==> src/rtl/window_stat_filter.sv <==
// Sliding-window statistics kernel: per-pixel rounded mean, max, min or centre
// bypass over a P x P window, with a fixed 4-cycle latency and matching sync delay.
module window_stat_filter #(
    parameter int unsigned P_DATA_WIDTH   = 8,
    parameter int unsigned P_SLIDE_WINDOW = 3
) (
    input  logic                                                  i_clk,
    input  logic                                                  i_rst_n,
    input  logic                                                  i_h_sync,
    input  logic                                                  i_v_sync,
    input  logic [1:0]                                            i_mode,
    input  logic [P_DATA_WIDTH*P_SLIDE_WINDOW*P_SLIDE_WINDOW-1:0] i_data,
    output logic                                                  o_h_sync,
    output logic                                                  o_v_sync,
    output logic [P_DATA_WIDTH-1:0]                               o_data,
    output logic [1:0]                                            o_mode
);

    localparam int unsigned W      = P_DATA_WIDTH;
    localparam int unsigned P      = P_SLIDE_WINDOW;
    localparam int unsigned N      = P * P;
    localparam int unsigned ROW_W  = W + $clog2(P);
    localparam int unsigned SUM_W  = W + $clog2(N);
    localparam int unsigned CENTER = (N - 1) / 2;

    localparam logic [1:0] MODE_MEAN = 2'd0;
    localparam logic [1:0] MODE_MAX  = 2'd1;
    localparam logic [1:0] MODE_MIN  = 2'd2;

    // Stage 1 state
    logic           v_prev;
    logic [1:0]     mode_next;
    logic           s1_valid;
    logic           s1_h;
    logic           s1_v;
    logic [1:0]     s1_mode;
    logic [N*W-1:0] s1_data;

    // Stage 2 state
    logic [ROW_W-1:0] row_sum_c [P];
    logic [W-1:0]     row_max_c [P];
    logic [W-1:0]     row_min_c [P];
    logic [W-1:0]     px_c;
    logic [ROW_W-1:0] s2_sum [P];
    logic [W-1:0]     s2_max [P];
    logic [W-1:0]     s2_min [P];
    logic [W-1:0]     s2_center;
    logic             s2_valid;
    logic             s2_h;
    logic             s2_v;
    logic [1:0]       s2_mode;

    // Stage 3 state
    logic [SUM_W-1:0] tot_sum_c;
    logic [W-1:0]     tot_max_c;
    logic [W-1:0]     tot_min_c;
    logic [SUM_W-1:0] s3_sum;
    logic [W-1:0]     s3_max;
    logic [W-1:0]     s3_min;
    logic [W-1:0]     s3_center;
    logic             s3_valid;
    logic             s3_h;
    logic             s3_v;
    logic [1:0]       s3_mode;

    // Stage 4 combinational
    logic [SUM_W-1:0] mean_c;
    logic [W-1:0]     stat_c;

    // New mode takes effect on the first pixel of a frame (v_sync rising edge).
    always_comb begin
        mode_next = o_mode;
        if (i_v_sync && !v_prev) begin
            mode_next = i_mode;
        end
    end

    // v_prev resets high so a frame already in flight at reset release is not seen as a new frame.
    always_ff @(posedge i_clk or negedge i_rst_n) begin
        if (!i_rst_n) begin
            v_prev   <= 1'b1;
            o_mode   <= '0;
            s1_valid <= 1'b0;
            s1_h     <= 1'b0;
            s1_v     <= 1'b0;
            s1_mode  <= '0;
            s1_data  <= '0;
        end else begin
            v_prev   <= i_v_sync;
            o_mode   <= mode_next;
            s1_valid <= i_h_sync && i_v_sync;
            s1_h     <= i_h_sync;
            s1_v     <= i_v_sync;
            s1_mode  <= mode_next;
            s1_data  <= i_data;
        end
    end

    // Per-row sum, max and min.
    always_comb begin
        px_c = '0;
        for (int r = 0; r < int'(P); r++) begin
            row_sum_c[r] = '0;
            row_max_c[r] = '0;
            row_min_c[r] = '1;
            for (int c = 0; c < int'(P); c++) begin
                px_c         = s1_data[(r*int'(P)+c)*int'(W) +: W];
                row_sum_c[r] = row_sum_c[r] + ROW_W'(px_c);
                if (px_c > row_max_c[r]) row_max_c[r] = px_c;
                if (px_c < row_min_c[r]) row_min_c[r] = px_c;
            end
        end
    end

    always_ff @(posedge i_clk or negedge i_rst_n) begin
        if (!i_rst_n) begin
            for (int r = 0; r < int'(P); r++) begin
                s2_sum[r] <= '0;
                s2_max[r] <= '0;
                s2_min[r] <= '0;
            end
            s2_center <= '0;
            s2_valid  <= 1'b0;
            s2_h      <= 1'b0;
            s2_v      <= 1'b0;
            s2_mode   <= '0;
        end else begin
            for (int r = 0; r < int'(P); r++) begin
                s2_sum[r] <= row_sum_c[r];
                s2_max[r] <= row_max_c[r];
                s2_min[r] <= row_min_c[r];
            end
            s2_center <= s1_data[CENTER*W +: W];
            s2_valid  <= s1_valid;
            s2_h      <= s1_h;
            s2_v      <= s1_v;
            s2_mode   <= s1_mode;
        end
    end

    // Cross-row reduction.
    always_comb begin
        tot_sum_c = '0;
        tot_max_c = '0;
        tot_min_c = '1;
        for (int r = 0; r < int'(P); r++) begin
            tot_sum_c = tot_sum_c + SUM_W'(s2_sum[r]);
            if (s2_max[r] > tot_max_c) tot_max_c = s2_max[r];
            if (s2_min[r] < tot_min_c) tot_min_c = s2_min[r];
        end
    end

    always_ff @(posedge i_clk or negedge i_rst_n) begin
        if (!i_rst_n) begin
            s3_sum    <= '0;
            s3_max    <= '0;
            s3_min    <= '0;
            s3_center <= '0;
            s3_valid  <= 1'b0;
            s3_h      <= 1'b0;
            s3_v      <= 1'b0;
            s3_mode   <= '0;
        end else begin
            s3_sum    <= tot_sum_c;
            s3_max    <= tot_max_c;
            s3_min    <= tot_min_c;
            s3_center <= s2_center;
            s3_valid  <= s2_valid;
            s3_h      <= s2_h;
            s3_v      <= s2_v;
            s3_mode   <= s2_mode;
        end
    end

    // Rounded mean cannot exceed the pixel range, so the narrowing is lossless.
    always_comb begin
        mean_c = (s3_sum + SUM_W'(N / 2)) / SUM_W'(N);
        case (s3_mode)
            MODE_MEAN: stat_c = W'(mean_c);
            MODE_MAX:  stat_c = s3_max;
            MODE_MIN:  stat_c = s3_min;
            default:   stat_c = s3_center;
        endcase
    end

    always_ff @(posedge i_clk or negedge i_rst_n) begin
        if (!i_rst_n) begin
            o_data   <= '0;
            o_h_sync <= 1'b0;
            o_v_sync <= 1'b0;
        end else begin
            o_data   <= s3_valid ? stat_c : '0;
            o_h_sync <= s3_h;
            o_v_sync <= s3_v;
        end
    end

endmodule

==> config.mk <==
export PLATFORM = sky130hd
export DESIGN_NAME = window_stat_filter
export DESIGN_NICKNAME = d
export VERILOG_FILES = /design/src/rtl/window_stat_filter.sv
export SDC_FILE = /design/constraint.sdc
export NUM_CORES = 1
export LEC_CHECK = 0
export ABC_AREA = 1
export BUFFER_PORTS_ARGS = -buffer_cell sky130_fd_sc_hd__clkbuf_2
export CORE_ASPECT_RATIO = 0.8
export CORE_MARGIN = 4
export CORE_UTILIZATION = 60
export DETAILED_ROUTE_END_ITERATION = 6
export GPL_TIMING_DRIVEN = 0
export PLACE_DENSITY = 0.85
export SLEW_MARGIN = 5
export SYNTH_ARGS = -nofsm -noshare
export SYNTH_HDL_FRONTEND = slang
export SYNTH_SLANG_ARGS = --single-unit
export TNS_END_PERCENT = 50
==> constraint.sdc <==
create_clock -name i_clk -period 9.8 [get_ports i_clk]
set_input_delay 0.98 -clock i_clk [delete_from_list [all_inputs] [get_ports i_clk]]
set_output_delay 0.98 -clock i_clk [all_outputs]
set_load 0.005 [all_outputs]
Word-level counts from Yosys, hierarchy flattened
Cells that the tools add are included.
Operators by class
  order comparisons: 24
  reductions and logical operators: 4
  muxes and demuxes: 26
  divide/modulo/power cells: 1
  add/subtract/negate cells: 9
  equality and inequality tests: 2
Operator list (count)
  $mux 8: 25
  $gt 8x8->1: 8
  $lt 8x8->1: 8
  $gt 8x1->1 const B: 4
  $lt 8x8->1 const B: 4
  $add 9x8->10: 3
  $add 8x8->9: 3
  $pmux 8 s3: 1
  $add 11x10->12: 1
  $add 12x3->12 const B: 1
  $div 12x4->12 const B: 1
  $add 10x10->11: 1
  $eq 2x1->1 const B: 1
  $eq 2x2->1 const B: 1
  $logic_and 1x1->1: 2
  $logic_not 2->1: 1
  $logic_not 1->1: 1
Storage, ports and cells
  output and inout bits: 12
  bits of input ports: 78
  bits in registers: 220
  word-level logic and storage cells: 97

Logic depth before layout (Yosys ltp)
Gate-level depths: netlist of the first run.
  word-level depth: 6
  depth in mapped cells: 54
  gate-level depth less buffers: 53

Worst setup path after synthesis of the first run
OpenSTA, ideal clock, no wires.
  kind: reg-to-reg
  start: reg s3_sum[3]
  end: reg o_data[0]
  setup slack: 5193 ps
  data required time: 9674 ps
  buffers on the path: 0
  clock period less this slack: 4607 ps
  data arrival time: 4482 ps
  cell stages (with the launch flop): 43
  library setup time: 126 ps
  cells stage by stage: dfrtp_1 -> ha_1 -> nand2_2 -> clkinv_1 -> nand4_1 -> nand2_1 -> nor2_2 -> nand2_1 -> nand3_4 -> nand2_1 -> xor2_2 -> nand3_1 -> nand2_2 -> nand2_4 -> nand2_2 -> nand4_2 -> nand2_4 -> nand2_4 -> [7 not listed] -> nand2_2 -> nand2_2 -> nand4_2 -> nand2_4 -> nand3_2 -> nand2_1 -> inv_1 -> ha_1 -> inv_1 -> nand3_2 -> o21bai_4 -> nand2_4 -> nand2_1 -> nand2_1 -> nor2_1 -> nand3_1 -> nand2_1 -> a21oi_2
On the way
  word-level cells in the longest chain between the ends: 4
Ends and longest elaborated chain
  start: declaration: RTL line 57  | logic [SUM_W-1:0] s3_sum;
  start signal: assignment: RTL line 164  | s3_sum <= tot_sum_c;
  $add 12x3->12: RTL line 177  | mean_c = (s3_sum + SUM_W'(N / 2)) / SUM_W'(N);
  $div 12x4->12: RTL line 177
  $pmux 8 s3: RTL line 178  | case (s3_mode)
  $mux 8: RTL line 192  | o_data <= s3_valid ? stat_c : '0;
  end signal: assignment: RTL line 192
  end: declaration: RTL line 15  | output logic [P_DATA_WIDTH-1:0] o_data,
No other way between the ends.
A chain may end at the register's enable or synchronous reset.

Worst setup path in the final report of the first run
  start: reg s3_sum[2]
  end: reg o_data[0]
Same word-level chain as after synthesis.

==> results.yml, run 1 <==
status:
  status: "finished clean"
floorplan:
  die_w_um: 173
  rows: 47
  die_area_um2: 24200
  core_area_um2: 21100
  initial_utilization_pct: 62.0
  io_pins: 90
  dieHeight_um: 140
grt:
  antenna_found_initial: 0
  grt_pass1_wl_mm: 48.8
  grt_max_degree: 117
  grt_pass1_vias: 10300
  overflow: 0
  grt_usage_pct: 24.3
detailed_routing:
  drcViolationCount: 0
  drtIter0Drc: 749
  post_drt_via_cell_ratio: 5.57
  drt_first_pass_iters: 5
  dr_total_vias: 10200
  wl_mm: 29.1
  wl_per_cell_um: 16.0
  final_antenna_net_count: 0
timing:
  max_slew.worst_pin.slew_ns: 0.837
  max_clock_freq_mhz: 185
  relSlewSlack_pct: 44.2
  maxSlewViolCount: 0
  tns_ns: 0
  fin_crit_sh_pct: 55.1
  skew_ns: 0.0148
  setup_viol: 0
  final_hold_viol_count: 0
  layout_min_cycle_time_ns: 5.40
  rsz0062_at_grt: "no"
synthesis:
  syn_area_per_cell_um2: 9.17
  ys.flop_type: "dfrtp_1"
  ys_ff_latch: 220
  synthCells: 1423
  ys_warn_count: 0
  synth_area_leaders: "dfrtp_1 42%, ha_1 14%, nand2_1 7.4%"
  synth_edf_count: 0
  synth_common_cells: "259 x nand2_1, 219 x dfrtp_1, 181 x inv_1"
  synth_most_common_cell: "nand2_1"
  synth.distinct_cells: 46
  yosysTopAreaCell: "dfrtp_1"
  synth_top_area_share_pct: 42.0
  syn-cell-area_um2: 13100
  synth_nets: 1687
  async_flop_share_pct: 100
  ys_seq_area_share_pct: 42.2
setup_path:
  r2r_slack_ns: 4.40
  slowest_delay_ns: 0.37
  rr_endpoint: "o_data[0]"
  crit_fanout: 9
  critPathSlowestCell: "dfrtp_1"
  required_ns: 10.24
  worstPathArrival_ns: 5.84
  start_kind: "flip-flop"
  critical_path.endpoint_type: "flip-flop"
  timing.rr.start: "s3_sum[2]"
  crit_start: "s3_sum[2]"
  cp_common_cell: "nand2_1"
  reg2reg_depth: 50
  path_class: "reg2reg"
clock_tree:
  cts_setup_buffers: 0
  cts_buffers: 24
  cts_sinks: 220
  cts_buffer_depth: 3
  holdBufCountCts: 0
  cts_resized: 0
  clockRootBuffer: "clkbuf_16"
  worstSkewPairLatency_ns: 0.51
  clk_pin_slew_ns: 0.06
  cts_tree: "yes"
  cts_htree_levels: 1
hold_path:
  hp-start: "s1_v"
  hold_path_end: "s2_v"
  holdCritPathClass: "reg2reg"
  whs_path_depth: 0
finish:
  drive_above_1_share_pct: 13.6
  fin_util_pct: 69.8
  nets: 1803
  antenna_cells: 0
  area_delta_synth_final_pct: 12.6
run:
  max-cap-violations: 0
place:
  io_buffers: 89
  place_congestion: 0.906
  dp_hpwl_mm: 22.7
critical path: cells and delay by family (launching register included):
kind,cells,cell delay (ns)
simple gates,40,3.71
buf+inv,7,0.63
flops,1,0.37
compound gates,2,0.37
fa+ha+maj,1,0.17
per-layer routing:
| layer | wire [um] | share of wire (%) | GRT usage [%] | vias up |
|---|---|---|---|---|
| met5 | 0 | 0 | 0 | - |
| met3 | 1680 | 5.8 | 3.80 | 70 |
| met1 | 12800 | 44 | 33.2 | 4836 |
| met4 | 954 | 3.3 | 7.51 | 0 |
| li1 | - | - | - | 4922 |
| met2 | 13700 | 47 | 40.6 | 330 |
stage by stage:
| stage | std cells | hold slack, ns | cell area [um^2] | setup slack, ns |
|---|---|---|---|---|
| after floorplan | 1423 | 0.331 | 13100 | 5.19 |
| after global placement | 1781 | 0.333 | 13800 | 3.81 |
| after detailed placement | 1782 | 0.338 | 13900 | 4.44 |
| after CTS | 1825 | 0.350 | 14700 | 4.42 |
| after global routing | 1825 | 0.356 | 14700 | 3.81 |
| final | 1825 | 0.348 | 14700 | 4.40 |
cell usage in the layout, fill, tap and decap left out, drive strengths merged, types with 2 or more instances in the layout:
cell type | Yosys | routed
a21boi | 9 | 9
a21o | 2 | 2
a21oi | 132 | 132
a31oi | 4 | 4
buf | 4 | 5
bufinv | 0 | 2
clkbuf | 19 | 144
clkinvlp | 0 | 4
dfrtp | 219 | 219
fa | 38 | 38
ha | 148 | 148
inv | 194 | 195
mux2 | 2 | 2
nand2 | 294 | 294
nand3 | 55 | 55
nand3b | 2 | 2
nand4 | 19 | 19
nor2 | 77 | 77
nor3 | 2 | 2
o211ai | 15 | 15
o21ai | 137 | 137
o21bai | 11 | 11
xnor2 | 6 | 6
xor2 | 26 | 26
state kept, by name (all words and copies together) (netlist names), 2 cells and up:
| name | count |
|---|---|
| s2_mode | 2 |
| s3_max | 8 |
| o_data | 8 |
| s2_min | 24 |
| s2_max | 24 |
| s1_data | 72 |
| s2_sum | 30 |
| s3_center | 8 |
| s1_mode | 2 |
| s3_sum | 12 |
| s3_min | 8 |
| s2_center | 8 |
| s3_mode | 2 |
worst max path at each step:
| stage | cells after the start | end |
|---|---|---|
| detailed placement | 48 | o_data[0] |
| global placement | 1 | o_data[4] |
| finish | 50 | o_data[0] |
| global route | 50 | o_data[0] |
| CTS | 48 | o_data[0] |
| floorplan | 42 | o_data[0] |
area by class of cell:
cell class / count / area (um^2)
clock inverters: 7 / 101
multi-input cells: 985 / 6720
fillers: 1520 / 6350
inverters: 195 / 732
well taps: 269 / 337
flip-flops and latches: 220 / 5510
plain buffers: 23 / 90.1
repair buffers: 90 / 482
clock buffers: 36 / 727
logic make-up after synthesis:
kind of cell / synth area share [%]
AND/OR/NAND/NOR: 15.9
AO/OA/AOI/OAI: 13.2
flip-flops: 42.2
buffers and inverters: 6.30
adder cells (fa/ha/maj): 20.0
XOR/XNOR: 2.26
multiplexers: 0.173
Power of run 1 is left out: the tool's default activity adds up to more than one toggle a clock period on the data nets, which glitch-free logic cannot reach.
==> run 2, diff against run 1 <==
Settings changed: CORE_UTILIZATION 60 to 56, PLACE_DENSITY 0.85 to 0.84.
Clock period 9.8 ns to 4.5 ns, I/O delays scaled along.
==> run 2 against run 1 <==
Count of clock-buffer cells in the layout shrank 7. Global-route usage up 0.099 points. Register-to-register slack lost 5.0 ns. Fmax increased by 5.4%. Routed wire length grew 10%. Final cell count grew 4.3%. Critical path type unchanged. Sequential cell count unchanged. Via count increased by 4.0%. The run now ends with negative setup slack left. Worst setup slack lost 5.0 ns. Highest routed layer unchanged.
==> results.yml, run 2 (synthesis results as in run 1) <==
floorplan:
  initial_utilization_pct: 57.5
  die_w_um: 179
  io_pins: 90
  die_area_um2: 25800
  dieHeight_um: 145
  rows: 49
  core_area_um2: 22700
grt:
  antenna_found_initial: 0
  grt_max_degree: 107
  overflow: 0
  grt_pass1_wl_mm: 50.6
  grt_pass1_vias: 10500
  grt_usage_pct: 24.4
finish:
  layout_common_cells: "230 x nand2_1, 214 x dfrtp_1, 175 x inv_1"
  drive_above_1_share_pct: 20.7
  reg.largest.list: "s1_data (72), s2_sum (30)"
  area_delta_synth_final_pct: 19.7
  multi_input_area_um2: 7230
  regArea_um2: 5510
  antenna_cells: 0
  regMostFlops: "s1_data"
  largest_register_ffs: 72
  fin_util_pct: 68.9
  nets: 1848
  n_fill_cell: 1644
  mostFrequentLayoutCell: "nand2_1"
place:
  io_buffers: 89
  dp_hpwl_mm: 22.7
  place_congestion: 0.926
setup_path:
  start_kind: "flip-flop"
  cp_common_cell: "nand2_4"
  path_class: "reg2reg"
  critPathSlowestCell: "dfrtp_2"
  crit_fanout: 6
  reg2reg_depth: 48
  worstPathArrival_ns: 5.56
  slowest_delay_ns: 0.43
  critical_path.endpoint_type: "flip-flop"
  required_ns: 4.93
timing:
  tns_ns: -0.950
  worst_slack_ns: -0.626
  layout_min_cycle_time_ns: 5.13
  max_slew.worst_pin.slew_ns: 0.597
  whs_ns: 0.0491
  max_clock_freq_mhz: 195
  relSlewSlack_pct: 60.0
  final_hold_viol_count: 0
  maxSlewViolCount: 0
  fin_crit_sh_pct: 114
  setup_viol: 2
  skew_ns: 0.0100
  rsz0062_at_grt: "yes"
detailed_routing:
  drtIter0Drc: 1067
  dr_total_vias: 10600
  final_antenna_net_count: 0
  wl_per_cell_um: 16.9
  wl_mm: 32.2
  post_drt_via_cell_ratio: 5.55
  drt_first_pass_iters: 7
  drcViolationCount: 0
clock_tree:
  clockRootBuffer: "clkbuf_16"
  cts_buffers: 23
  cts_htree_levels: 1
  cts_sinks: 220
  cts_buffer_depth: 3
  worstSkewPairLatency_ns: 0.50
  clk_pin_slew_ns: 0.07
  cts_tree: "yes"
hold_path:
  holdCritPathClass: "in2reg"
  whs_path_depth: 1
status:
  violations: "negative setup slack"
  status: "finished with violations"
run:
  max-cap-violations: 0
run 2: cell count changes in the layout (fill, tap and decap cells not counted), sizes merged:
| cell | previous run | this run |
|---|---|---|
| clkinv | 1 | 4 |
| clkinvlp | 4 | 2 |
| dlygate4sd3 | 0 | 1 |
| bufinv | 2 | 4 |
| clkbuf | 144 | 137 |
| nand2 | 294 | 295 |
| buf | 5 | 49 |
run 2: stage by stage:
step                      instances  area [um^2]  setup slack (ns)
after floorplan                1423        13100            -0.107
after global placement         1818        13900            -0.986
after detailed placement       1820        13900            -0.894
after CTS                      1889        15300            -0.493
after global routing           1904        15600            -0.967
final                          1904        15600            -0.626
run 2: worst paths after layout:
kind / endpoint / startpoint / slack [ns]
worst min-delay path: s1_data[27] / i_data[27] / 0.05
worst min register to register: o_v_sync / s3_v / 0.35
worst max-delay path: o_data[0] / s3_sum[2] / -0.63
max in group asynchronous: v_prev / i_rst_n / 2.92
worst max register to register: o_data[0] / s3_sum[2] / -0.63
min in group asynchronous: s1_data[54] / i_rst_n / 0.39
run 2: cell type report:
cell class / count / area share (%)
flip-flops and latches: 220 / 35.3
well taps: 306 / 2.45
repair buffers: 135 / 5.48
clock buffers: 29 / 4.08
plain buffers: 23 / 0.624
multi-input cells: 986 / 46.3
clock inverters: 10 / 1.02
inverters: 195 / 4.80
run 2: timing repair:
action,4_1_cts,5_1_grt
cloned,1,0
pin swaps,50,49
setup endpoints to repair,2,17
setup buffers,28,16
gates resized for setup,75,63
hold buffers,1,0
hold endpoints to repair,27,0
run 2: worst max-delay path: cells and delay by family, from the launching register on:
kind	cells	cell delay, ns
AND/OR/NAND/NOR	36	3.22
AO/OA/AOI/OAI	5	0.61
buffers and inverters	6	0.59
flip-flops	1	0.43
adder cells (fa/ha/maj)	1	0.15
run 2: layer usage:
metal / share of wire [%] / global-route usage (%) / routed length (um)
met1: 41 / 32.5 / 13100
met4: 3.6 / 7.75 / 1160
met2: 49 / 41.4 / 15800
met3: 6.7 / 3.92 / 2150
met5: 0 / 0 / 0
Power of run 2 is left out for the same reason.
==> run 3, diff against run 2 <==
Settings changed: CORE_UTILIZATION 56 to 55, PLACE_DENSITY 0.84 to 0.82.
==> run 3 against run 2 <==
The flow still finishes with violations (negative setup slack). Global-route usage fell by 1.5 points. Die area up 1.7%. Fmax fell by 2.2%. First-iteration DRC count fell by 7.9%. Core utilization down 2.4 points. Register-to-register slack got worse by 0.11 ns. Critical endpoint unchanged. Highest routed layer unchanged.
==> results.yml, run 3 (synthesis results as in run 1) <==
setup_path:
  start_kind: "flip-flop"
  critical_path.endpoint_type: "flip-flop"
  slowest_delay_ns: 0.43
  crit_buf_inv: 9
  path_class: "reg2reg"
  critPathSlowestCell: "dfrtp_1"
  cp_top_family: "simple AND/OR/NAND/NOR gates"
  worstPathArrival_ns: 5.68
  crit_fanout: 6
  required_ns: 4.94
  cp_common_cell: "nand2_4"
clock_tree:
  cts_buffer_depth: 3
  cts_sinks: 220
  clk_pin_slew_ns: 0.06
  holdBufCountCts: 0
  cts_buffers: 24
  clockRootBuffer: "clkbuf_16"
  worstSkewPairLatency_ns: 0.51
  cts_htree_levels: 1
  cts_tree: "yes"
status:
  violations: "negative setup slack"
  status: "finished with violations"
timing:
  relSlewSlack_pct: 40.1
  tns_ns: -1.35
  setup_viol: 2
  worst_slack_ns: -0.740
  final_hold_viol_count: 0
  layout_min_cycle_time_ns: 5.24
  max_clock_freq_mhz: 191
  skew_ns: 0.0133
  rsz0062_at_grt: "yes"
  fin_crit_sh_pct: 116
  maxSlewViolCount: 0
  max_slew.worst_pin.slew_ns: 0.895
detailed_routing:
  final_antenna_net_count: 0
  drt_first_pass_iters: 6
  post_drt_via_cell_ratio: 5.49
  drcViolationCount: 0
  wl_mm: 31.3
  dr_total_vias: 10500
  drtIter0Drc: 983
  wl_per_cell_um: 16.3
grt:
  antenna_found_initial: 0
  grt_pass1_vias: 10500
  grt_max_degree: 113
  grt_pass1_wl_mm: 50.3
  grt_usage_pct: 22.9
  overflow: 0
finish:
  area_delta_synth_final_pct: 19.3
  reg.largest.list: "s1_data (72), s2_sum (30)"
  nets: 1857
  largest_register_ffs: 72
  stdcell_count: 1920
  drive_above_1_share_pct: 19.6
  regMostFlops: "s1_data"
  n_fill_cell: 1774
  layout_common_cells: "240 x nand2_1, 217 x dfrtp_1, 177 x inv_1"
  antenna_cells: 0
  stdcell_area_um2: 15600
  mostFrequentLayoutCell: "nand2_1"
floorplan:
  die_area_um2: 26300
  io_pins: 90
  dieHeight_um: 146
  core_area_um2: 23400
  rows: 50
  die_w_um: 180
  initial_utilization_pct: 55.8
hold_path:
  holdCritPathClass: "in2reg"
place:
  place_congestion: 0.951
  place_inst: 1825
  place_area_um2: 13900
  io_buffers: 89
  dp_hpwl_mm: 22.4
run:
  max-cap-violations: 0
run 3: changes by cell type in the layout (fill, tap and decap cells not counted), sizes merged:
cell,delta
buf,+10
clkbuf,+6
clkinvlp,-2
bufinv,-1
dlygate4sd3,-1
inv,-1
nand2,-1
run 3: layer usage:
layer | GRT usage (%) | vias to the layer above | share of wire, %
met5 | 0 | - | 0
met3 | 3.85 | 106 | 7.4
met2 | 37.9 | 420 | 47
met4 | 7.82 | 0 | 3.9
met1 | 31.1 | 4979 | 41
li1 | - | 5027 | -
run 3: area by class of cell:
cell class | count | area [um^2] | share of cell area [%]
Multi-Input combinational cell | 985 | 7070 | 45.4
Sequential cell | 220 | 5510 | 35.4
Timing Repair Buffer | 144 | 931 | 5.98
Inverter | 195 | 734 | 4.72
Clock buffer | 35 | 723 | 4.65
Tap cell | 312 | 390 | 2.51
Clock inverter | 6 | 113 | 0.723
Buffer | 23 | 95.1 | 0.611
run 3: path summary, 6_finish.rpt:
path,from,end,slack (ns),depth (start not counted)
worst max-delay path,s3_sum[2],o_data[0],-0.74,47
worst min-delay path,i_data[37],s1_data[37],0.04,1
max in group asynchronous,i_rst_n,v_prev,3.41,2
worst max register to register,s3_sum[2],o_data[0],-0.74,47
min in group asynchronous,i_rst_n,s1_data[62],0.05,1
worst min register to register,s2_mode[1],s3_mode[1],0.35,0
run 3: timing repair:
item                       CTS  global route
setup endpoints to repair    2            11
pin swaps                   53            43
setup buffers               43            11
gates resized for setup     63            30
run 3: stage by stage:
step | utilization, % | worst slack (ns) | hold WS [ns]
6_report | 66.5 | -0.740 | 0.0411
3_3_place_gp | 59.4 | -0.964 | 0.334
3_5_place_dp | 59.5 | -0.827 | 0.336
5_1_grt | 66.5 | -1.03 | 0.0241
4_1_cts | 65.7 | -0.503 | 0.0303
2_1_floorplan | - | -0.107 | 0.154
Power of run 3 is left out for the same reason.
